==> src/rtl/user_cmd_dispatcher.sv <==
// user_cmd_dispatcher: routes user commands into per-rank registered FIFOs by rank field.
// Optional per-rank pop counters on cmd_cnt when DISPATCH_CNT_EN is defined.
module user_cmd_dispatcher #(
  parameter int unsigned NUM_RANKS = 4,
  parameter int unsigned RANK_BITS = 2,
  parameter int unsigned ROW_BITS  = 14,
  parameter int unsigned COL_BITS  = 10,
  parameter int unsigned BA_BITS   = 3,
  parameter int unsigned DEPTH     = 4,
  localparam int unsigned CW = ROW_BITS + COL_BITS + BA_BITS + 6,
  localparam int unsigned UW = CW + RANK_BITS
) (
  input  logic                    clk,
  input  logic                    rst,
  input  logic                    in_valid,
  input  logic [UW-1:0]           in_cmd,
  output logic                    in_ready,
  output logic [NUM_RANKS-1:0]    out_valid,
  output logic [NUM_RANKS*CW-1:0] out_cmd,
  input  logic [NUM_RANKS-1:0]    out_ready,
  output logic                    err_rank,
  output logic                    idle
`ifdef DISPATCH_CNT_EN
  ,
  output logic [NUM_RANKS*16-1:0] cmd_cnt
`endif
);

  localparam int unsigned PW   = $clog2(DEPTH);
  localparam int unsigned CNTW = PW + 1;
  localparam logic [CNTW-1:0]    FULL_CNT = CNTW'(DEPTH);
  localparam logic [RANK_BITS:0] NR_LIM   = (RANK_BITS + 1)'(NUM_RANKS);

  logic [CW-1:0]        mem_q    [NUM_RANKS][DEPTH];
  logic [PW-1:0]        wr_ptr_q [NUM_RANKS];
  logic [PW-1:0]        wr_ptr_d [NUM_RANKS];
  logic [PW-1:0]        rd_ptr_q [NUM_RANKS];
  logic [PW-1:0]        rd_ptr_d [NUM_RANKS];
  logic [CNTW-1:0]      cnt_q    [NUM_RANKS];
  logic [CNTW-1:0]      cnt_d    [NUM_RANKS];
  logic                 err_q, err_d;
  logic [RANK_BITS-1:0] rank;
  logic                 legal;
  logic [CNTW-1:0]      sel_cnt;
  logic [NUM_RANKS-1:0] push, pop;

  // Accept/route decode plus per-rank pointer and occupancy update
  always_comb begin
    rank    = in_cmd[UW-1 -: RANK_BITS];
    legal   = {1'b0, rank} < NR_LIM;
    sel_cnt = '0;
    for (int r = 0; r < NUM_RANKS; r++) begin
      if (rank == RANK_BITS'(r)) sel_cnt = cnt_q[r];
    end
    in_ready = !legal || (sel_cnt < FULL_CNT);
    err_d    = in_valid && !legal;
    for (int r = 0; r < NUM_RANKS; r++) begin
      // A full rank refuses even when it pops this cycle
      push[r]     = in_valid && legal && (rank == RANK_BITS'(r)) && (cnt_q[r] < FULL_CNT);
      pop[r]      = (cnt_q[r] != '0) && out_ready[r];
      wr_ptr_d[r] = push[r] ? PW'(wr_ptr_q[r] + PW'(1)) : wr_ptr_q[r];
      rd_ptr_d[r] = pop[r]  ? PW'(rd_ptr_q[r] + PW'(1)) : rd_ptr_q[r];
      cnt_d[r]    = cnt_q[r];
      if (push[r] && !pop[r])      cnt_d[r] = cnt_q[r] + CNTW'(1);
      else if (!push[r] && pop[r]) cnt_d[r] = cnt_q[r] - CNTW'(1);
    end
  end

  always_comb begin
    idle = 1'b1;
    for (int r = 0; r < NUM_RANKS; r++) begin
      out_valid[r]         = cnt_q[r] != '0;
      out_cmd[r*CW +: CW]  = mem_q[r][rd_ptr_q[r]];
      if (cnt_q[r] != '0) idle = 1'b0;
    end
  end

  always_ff @(posedge clk) begin
    if (rst) begin
      err_q <= 1'b0;
      for (int r = 0; r < NUM_RANKS; r++) begin
        wr_ptr_q[r] <= '0;
        rd_ptr_q[r] <= '0;
        cnt_q[r]    <= '0;
        for (int d = 0; d < DEPTH; d++) mem_q[r][d] <= '0;
      end
    end else begin
      err_q <= err_d;
      for (int r = 0; r < NUM_RANKS; r++) begin
        wr_ptr_q[r] <= wr_ptr_d[r];
        rd_ptr_q[r] <= rd_ptr_d[r];
        cnt_q[r]    <= cnt_d[r];
        if (push[r]) mem_q[r][wr_ptr_q[r]] <= in_cmd[CW-1:0];
      end
    end
  end

  assign err_rank = err_q;

`ifdef DISPATCH_CNT_EN
  logic [15:0] pop_cnt_q [NUM_RANKS];
  logic [15:0] pop_cnt_d [NUM_RANKS];

  // Saturating per-rank pop counters
  always_comb begin
    for (int r = 0; r < NUM_RANKS; r++) begin
      pop_cnt_d[r]          = (pop[r] && (pop_cnt_q[r] != 16'hFFFF)) ? pop_cnt_q[r] + 16'd1
                                                                      : pop_cnt_q[r];
      cmd_cnt[r*16 +: 16]   = pop_cnt_q[r];
    end
  end

  always_ff @(posedge clk) begin
    for (int r = 0; r < NUM_RANKS; r++) begin
      if (rst) pop_cnt_q[r] <= '0;
      else     pop_cnt_q[r] <= pop_cnt_d[r];
    end
  end
`endif

endmodule

==> config.mk <==
export PLATFORM = sky130hd
export DESIGN_NAME = user_cmd_dispatcher
export DESIGN_NICKNAME = d
export VERILOG_FILES = /design/src/rtl/user_cmd_dispatcher.sv
export SDC_FILE = /design/constraint.sdc
export NUM_CORES = 1
export LEC_CHECK = 0
export ABC_AREA = 1
export CORE_MARGIN = 4
export CORE_UTILIZATION = 50
export CTS_CLUSTER_DIAMETER = 120
export CTS_CLUSTER_SIZE = 20
export DETAILED_ROUTE_END_ITERATION = 10
export GPL_TIMING_DRIVEN = 0
export PLACE_DENSITY = 0.8
export SYNTH_ARGS = -nofsm -noshare
export SYNTH_HDL_FRONTEND = slang
export SYNTH_SLANG_ARGS = --single-unit
==> constraint.sdc <==
create_clock -name clk -period 2.65 [get_ports clk]
set_input_delay 0.265 -clock clk [delete_from_list [all_inputs] [get_ports clk]]
set_output_delay 0.265 -clock clk [all_outputs]
set_load 0.02 [all_outputs]
Word-level counts from Yosys, hierarchy flattened
Memory sizes are Yosys's and may differ from the RTL's.
Cells that the tools add are included.

storage, ports and cells
  flip-flop bits (word level) = 0
  word-level logic and storage cells = 1,224
  memories kept = 4
  memory bits (writable) = 556
  input port bits = 42

operators by class
  mux-type cells = 599
  $lt $le $gt $ge = 17
  bitwise gates (word level) = 548
  add/sub/neg operators = 16
  equal/unequal tests = 3
  reductions and logical operators = 37

memories
  name      depth  bits a word  rd ports  clocked after Yosys merged registers in  wr ports  line  text
  mem_q     4      132          4         0                                        4         34    logic [CW-1:0] mem_q [NUM_RANKS][DEPTH];
  cnt_q     4      3            4         0                                        4         39    logic [CNTW-1:0] cnt_q [NUM_RANKS];
  rd_ptr_q  4      2            4         0                                        4         37    logic [PW-1:0] rd_ptr_q [NUM_RANKS];
  wr_ptr_q  4      2            4         0                                        4         35    logic [PW-1:0] wr_ptr_q [NUM_RANKS];

operator list
  kind                   number
  $mux W1                543
  $or A1 B1 Y1           540
  $mux W132              4
  $mux W33               12
  $bmux W33 S2           4
  $demux W33 S2          4
  $mux W3                16
  $mux W2                16
  $ge A3 B3 Y1 const B   8
  $logic_and A1 B1 Y1    24
  $not A2 Y3             8
  $add A2 B1 Y2 const B  8
  $lt A3 B3 Y1 const B   5
  $add A3 B1 Y3 const B  4
  $lt A3 B1 Y1 const B   4
  $reduce_bool A3 Y1     4
  $sub A3 B1 Y3 const B  4
  $logic_not A1 Y1       8
  $eq A2 B2 Y1 const B   2
  $eq A2 B1 Y1 const B   1
  $logic_not A2 Y1       1

Logic depth before layout (Yosys ltp)
  depth after elaboration = 8
  depth in mapped cells = 11
  gate-level depth less buffers = 11

Worst setup path after synthesis
Ideal clock, no wire load.

  path type = reg2reg
  start point = memory cnt_q[0][2] in the netlist's numbering
  end point = memory mem_q[0][0] in the netlist's numbering, enable pin
  clock period less this slack = 2.139 ns
  cell stages (with the launch flop) = 9
  arrival time = 1.748 ns
  setup slack = 0.511 ns
  cells stage by stage = dfxtp_1 inv_1 nand2_1 nor2_2 inv_2 nor2_4 nand2_2 buf_2 nand2_1

RTL lines
  item             line
  start, declared  39
  end, declared    34

==> summary.md <==
| Metric | Value |
|---|---|
| Synth async-reset ratio | 0 |
| Gr usage total | 0.262 |
| Critical path startpoint category | flip-flop |
| Largest net degree at the start of global routing | 34 |
| Ports | 181 |
| IO Port Bufs | approximately 180 |
| Synthesis-to-finish area growth | 15.3% |
| Row cnt | between 70 and 80 |
| Static Leak | slightly above 10 nW |
| Hold Path Class | in -> reg |
| Yosys Warn Count | 0 |
| Final slew viol count | 0 |
| Non-filler cells, final | 3296 |
| Slowest stage delay, CP | 0.40 ns |
| Max-cap viol count | 0 |
| Iter 0 DRT Violations | around 2400 |
| RSZ-0062 raised after global routing | yes |
| RePlAce Congestion | 0.917 |
| Maximum vdd drop | about 0.52 mV |
| Number of flops mapped to enable cells by yosys | 297 |
| Post-synth net total | between 2000 and 3000 |
| Vias in the first global route | around 19000 |
| Setup WS pre-CTS | -0.303 ns |
| CTS root buffer | clkbuf_16 |
| Sequential fraction of the synthesis area | 0.605 |
| PnR Total Power | 22.4 mW |
| Max-slew headroom | 0.366 |
| Crit path max fanout | 10 |
| Vias | just under 20000 |
| Remaining DRCs | 0 |
| Least-Margin Pin Slew | 0.947 ns |
| First-pass iteration count of the detailed router | 8 |
| Share of cells above drive strength 1 | 0.0920 |
| Inst Count DP | approximately 3200 |
| WL/cell | ~21 um |
| WHS Path Cells | 4 |
| Final hold vios | 0 |
| Fin crit share | 0.990 |
| Syn Area/Cell | 9.47 um^2 |
| Die Y | 224 um |
| Final setup fails | 0 |
| CTS Buf Count | 31 |
| Worst-path clk slew | ~0.090 ns |
| Post-detail-place hpwl | 49.8 mm |
| Cell area after layout | 0.0269 mm^2 |
| Initial Util | 0.510 |
| Crit Path Category | reg -> out |
| Power per cell area | 835 mW/mm^2 |
| Outcome | finished, final reports clean |
| Final min period | about 2.6 ns |
| Clock Tree Buf Depth | 3 |
| Die width | ~220 um |
| Post-DP Area | between 0.02 and 0.03 mm^2 |
| Worst Setup End Kind | output pin |
| NumNets Final | between 2000 and 3000 |
| Setup repair bufs after CTS | 0 |
| Worst reg2reg path depth | 7 |
| Setup TNS | 0 ns |
| Fmax | around 380 MHz |
| CP max stage cell | dlygate4sd2_1 |
| Critical Path AT | about 2.4 ns |
| Core Footprint | 0.0457 mm^2 |
| Total gr overflow | 0 |
| Clock latency on the worst-skew pair | around 0.60 ns |
| Clock sink count | about 560 |
| Die area | 0.0501 mm^2 |
| Worst endpoint required time | 2.38 ns |
| Predominant post-synthesis flop cell | edfxtp_1 |
| Setup ws final | about 0.027 ns |
| Clock Skew | 0.0185 ns |
| H-tree levels | 1 |
| Cell breakdown of the critical path | inv_1 -> clkbuf_2 -> clkbuf_4 -> nor2_1 -> o22ai_1 -> dlygate4sd2_1 |
| Flops & latches, synth | roughly 560 |
| First-pass GRT wire length | 104 mm |
| Total Wirelength | between 60 and 70 mm |
| Unique cell type count in the Yosys netlist | 32 |
| Post-route ant nets | 0 |
| Synth Cell Area | about 0.023 mm^2 |
| CTS tree | done |
| Vias/cell | just under 6 |
| Initial antenna violation count | 2 |
| Post-Syn Instances | about 2500 |
routing by layer:
metal | wire length [um] | track usage
met3 | 6880 | 0.0396
met4 | 3020 | 0.105
met5 | 0 | 0
met2 | 33200 | 0.446
met1 | 25800 | 0.339
metrics by stage:
stage	hold WS [ns]	util
final	0.365	0.588
after global routing	0.390	0.588
after CTS	0.357	0.587
after detailed placement	0.436	0.568
after global placement	0.431	0.566
after floorplan	0.423	-
critical path, delay by kind of cell (launching register included):
family	cells	cell delay (ns)
buf+inv	4	1.00
compound gates	1	0.31
flops	1	0.36
simple gates	1	0.06
where the power goes:
part           internal [mW]  switching [mW]
Clock                   2.29            2.71
Combinational           2.36            5.17
Sequential              9.63           0.279
Total                   14.3            8.16
worst paths after layout:
kind | startpoint | to | slack [ns]
setup / recovery | rd_ptr_q[2][0]$_SDFFE_PP0P_ | out_cmd[72] | 0.03
hold / removal | out_ready[3] | rd_ptr_q[3][0]$_SDFFE_PP0P_ | 0.36
setup reg to reg | wr_ptr_q[0][6]$_SDFFE_PP0P_ | mem_q[1][18]$_DFFE_PP_ | 0.07
hold reg to reg | mem_q[3][118]$_SDFFE_PP0P_ | mem_q[3][118]$_SDFFE_PP0P_ | 0.45
sequential cells by signal, indices dropped and copies added (netlist names):
signal,cells
rd_ptr_q,8
cnt_q,12
mem_q,528
wr_ptr_q,8
Yosys cell counts (6+ instances only):
cell type,number,area (um^2)
nand2_1,71,267
a21oi_1,293,1470
o21ai_0,439,2200
inv_2,6,22.5
edfxtp_1,297,8920
nand2_2,9,56.3
inv_1,203,762
nor2_1,510,1910
o21ai_1,15,75.1
clkbuf_1,119,447
buf_6,16,180
ha_1,20,250
dfxtp_1,259,5180
o22ai_1,99,619
a211oi_2,30,375
buf_2,39,195
area by class of cell:
| cell class | count | area (um^2) |
|---|---|---|
| diodes | 1 | 2.50 |
| plain buffers | 176 | 963 |
| clock buffers | 51 | 851 |
| clock inverters | 1 | 30.0 |
| fillers | 3781 | 18800 |
| inverters | 210 | 793 |
| multi-input cells | 1518 | 7660 |
| flip-flops and latches | 556 | 14100 |
| well taps | 600 | 751 |
| repair buffers | 183 | 1690 |
cells in the final DEF, fill, tap and decap left out, types with 4 or more instances in the layout:
cell type and n:
a211oi_2 30, a21oi_1 293, buf_12 4, buf_2 43, buf_6 16, clkbuf_1 74
clkbuf_16 31, clkbuf_2 53, clkbuf_4 17, clkdlybuf4s15_1 8, clkdlybuf4s50_1 46, dfxtp_1 258
dlygate4sd2_1 110, dlymetal6s2s_1 4, edfxtp_1 297, fa_1 4, ha_1 20, inv_1 203
inv_2 6, nand2_1 62, nand2_2 18, nor2_1 510, o211ai_1 4, o21ai_0 439
o21ai_1 15, o22ai_1 86, o22ai_2 13
timing repair:
action,4_1_cts,5_1_grt
hold buffers,1,0
hold endpoints to repair,3,0
gates resized for setup,217,46
setup endpoints to repair,132,46
pin swaps,0,0
kinds of logic (layout without fill, tap and decap cells):
group | after synthesis | after routing | share of synthesized area
compound gates | 888 | 888 | 0.207
simple gates | 605 | 605 | 0.103
flops | 556 | 556 | 0.605
buf+inv | 387 | 621 | 0.0703
fa+ha+maj | 24 | 24 | 0.0142
other cells | 1 | 2 | 0.000161
Note: power is estimated with default switching activity, not from simulation.
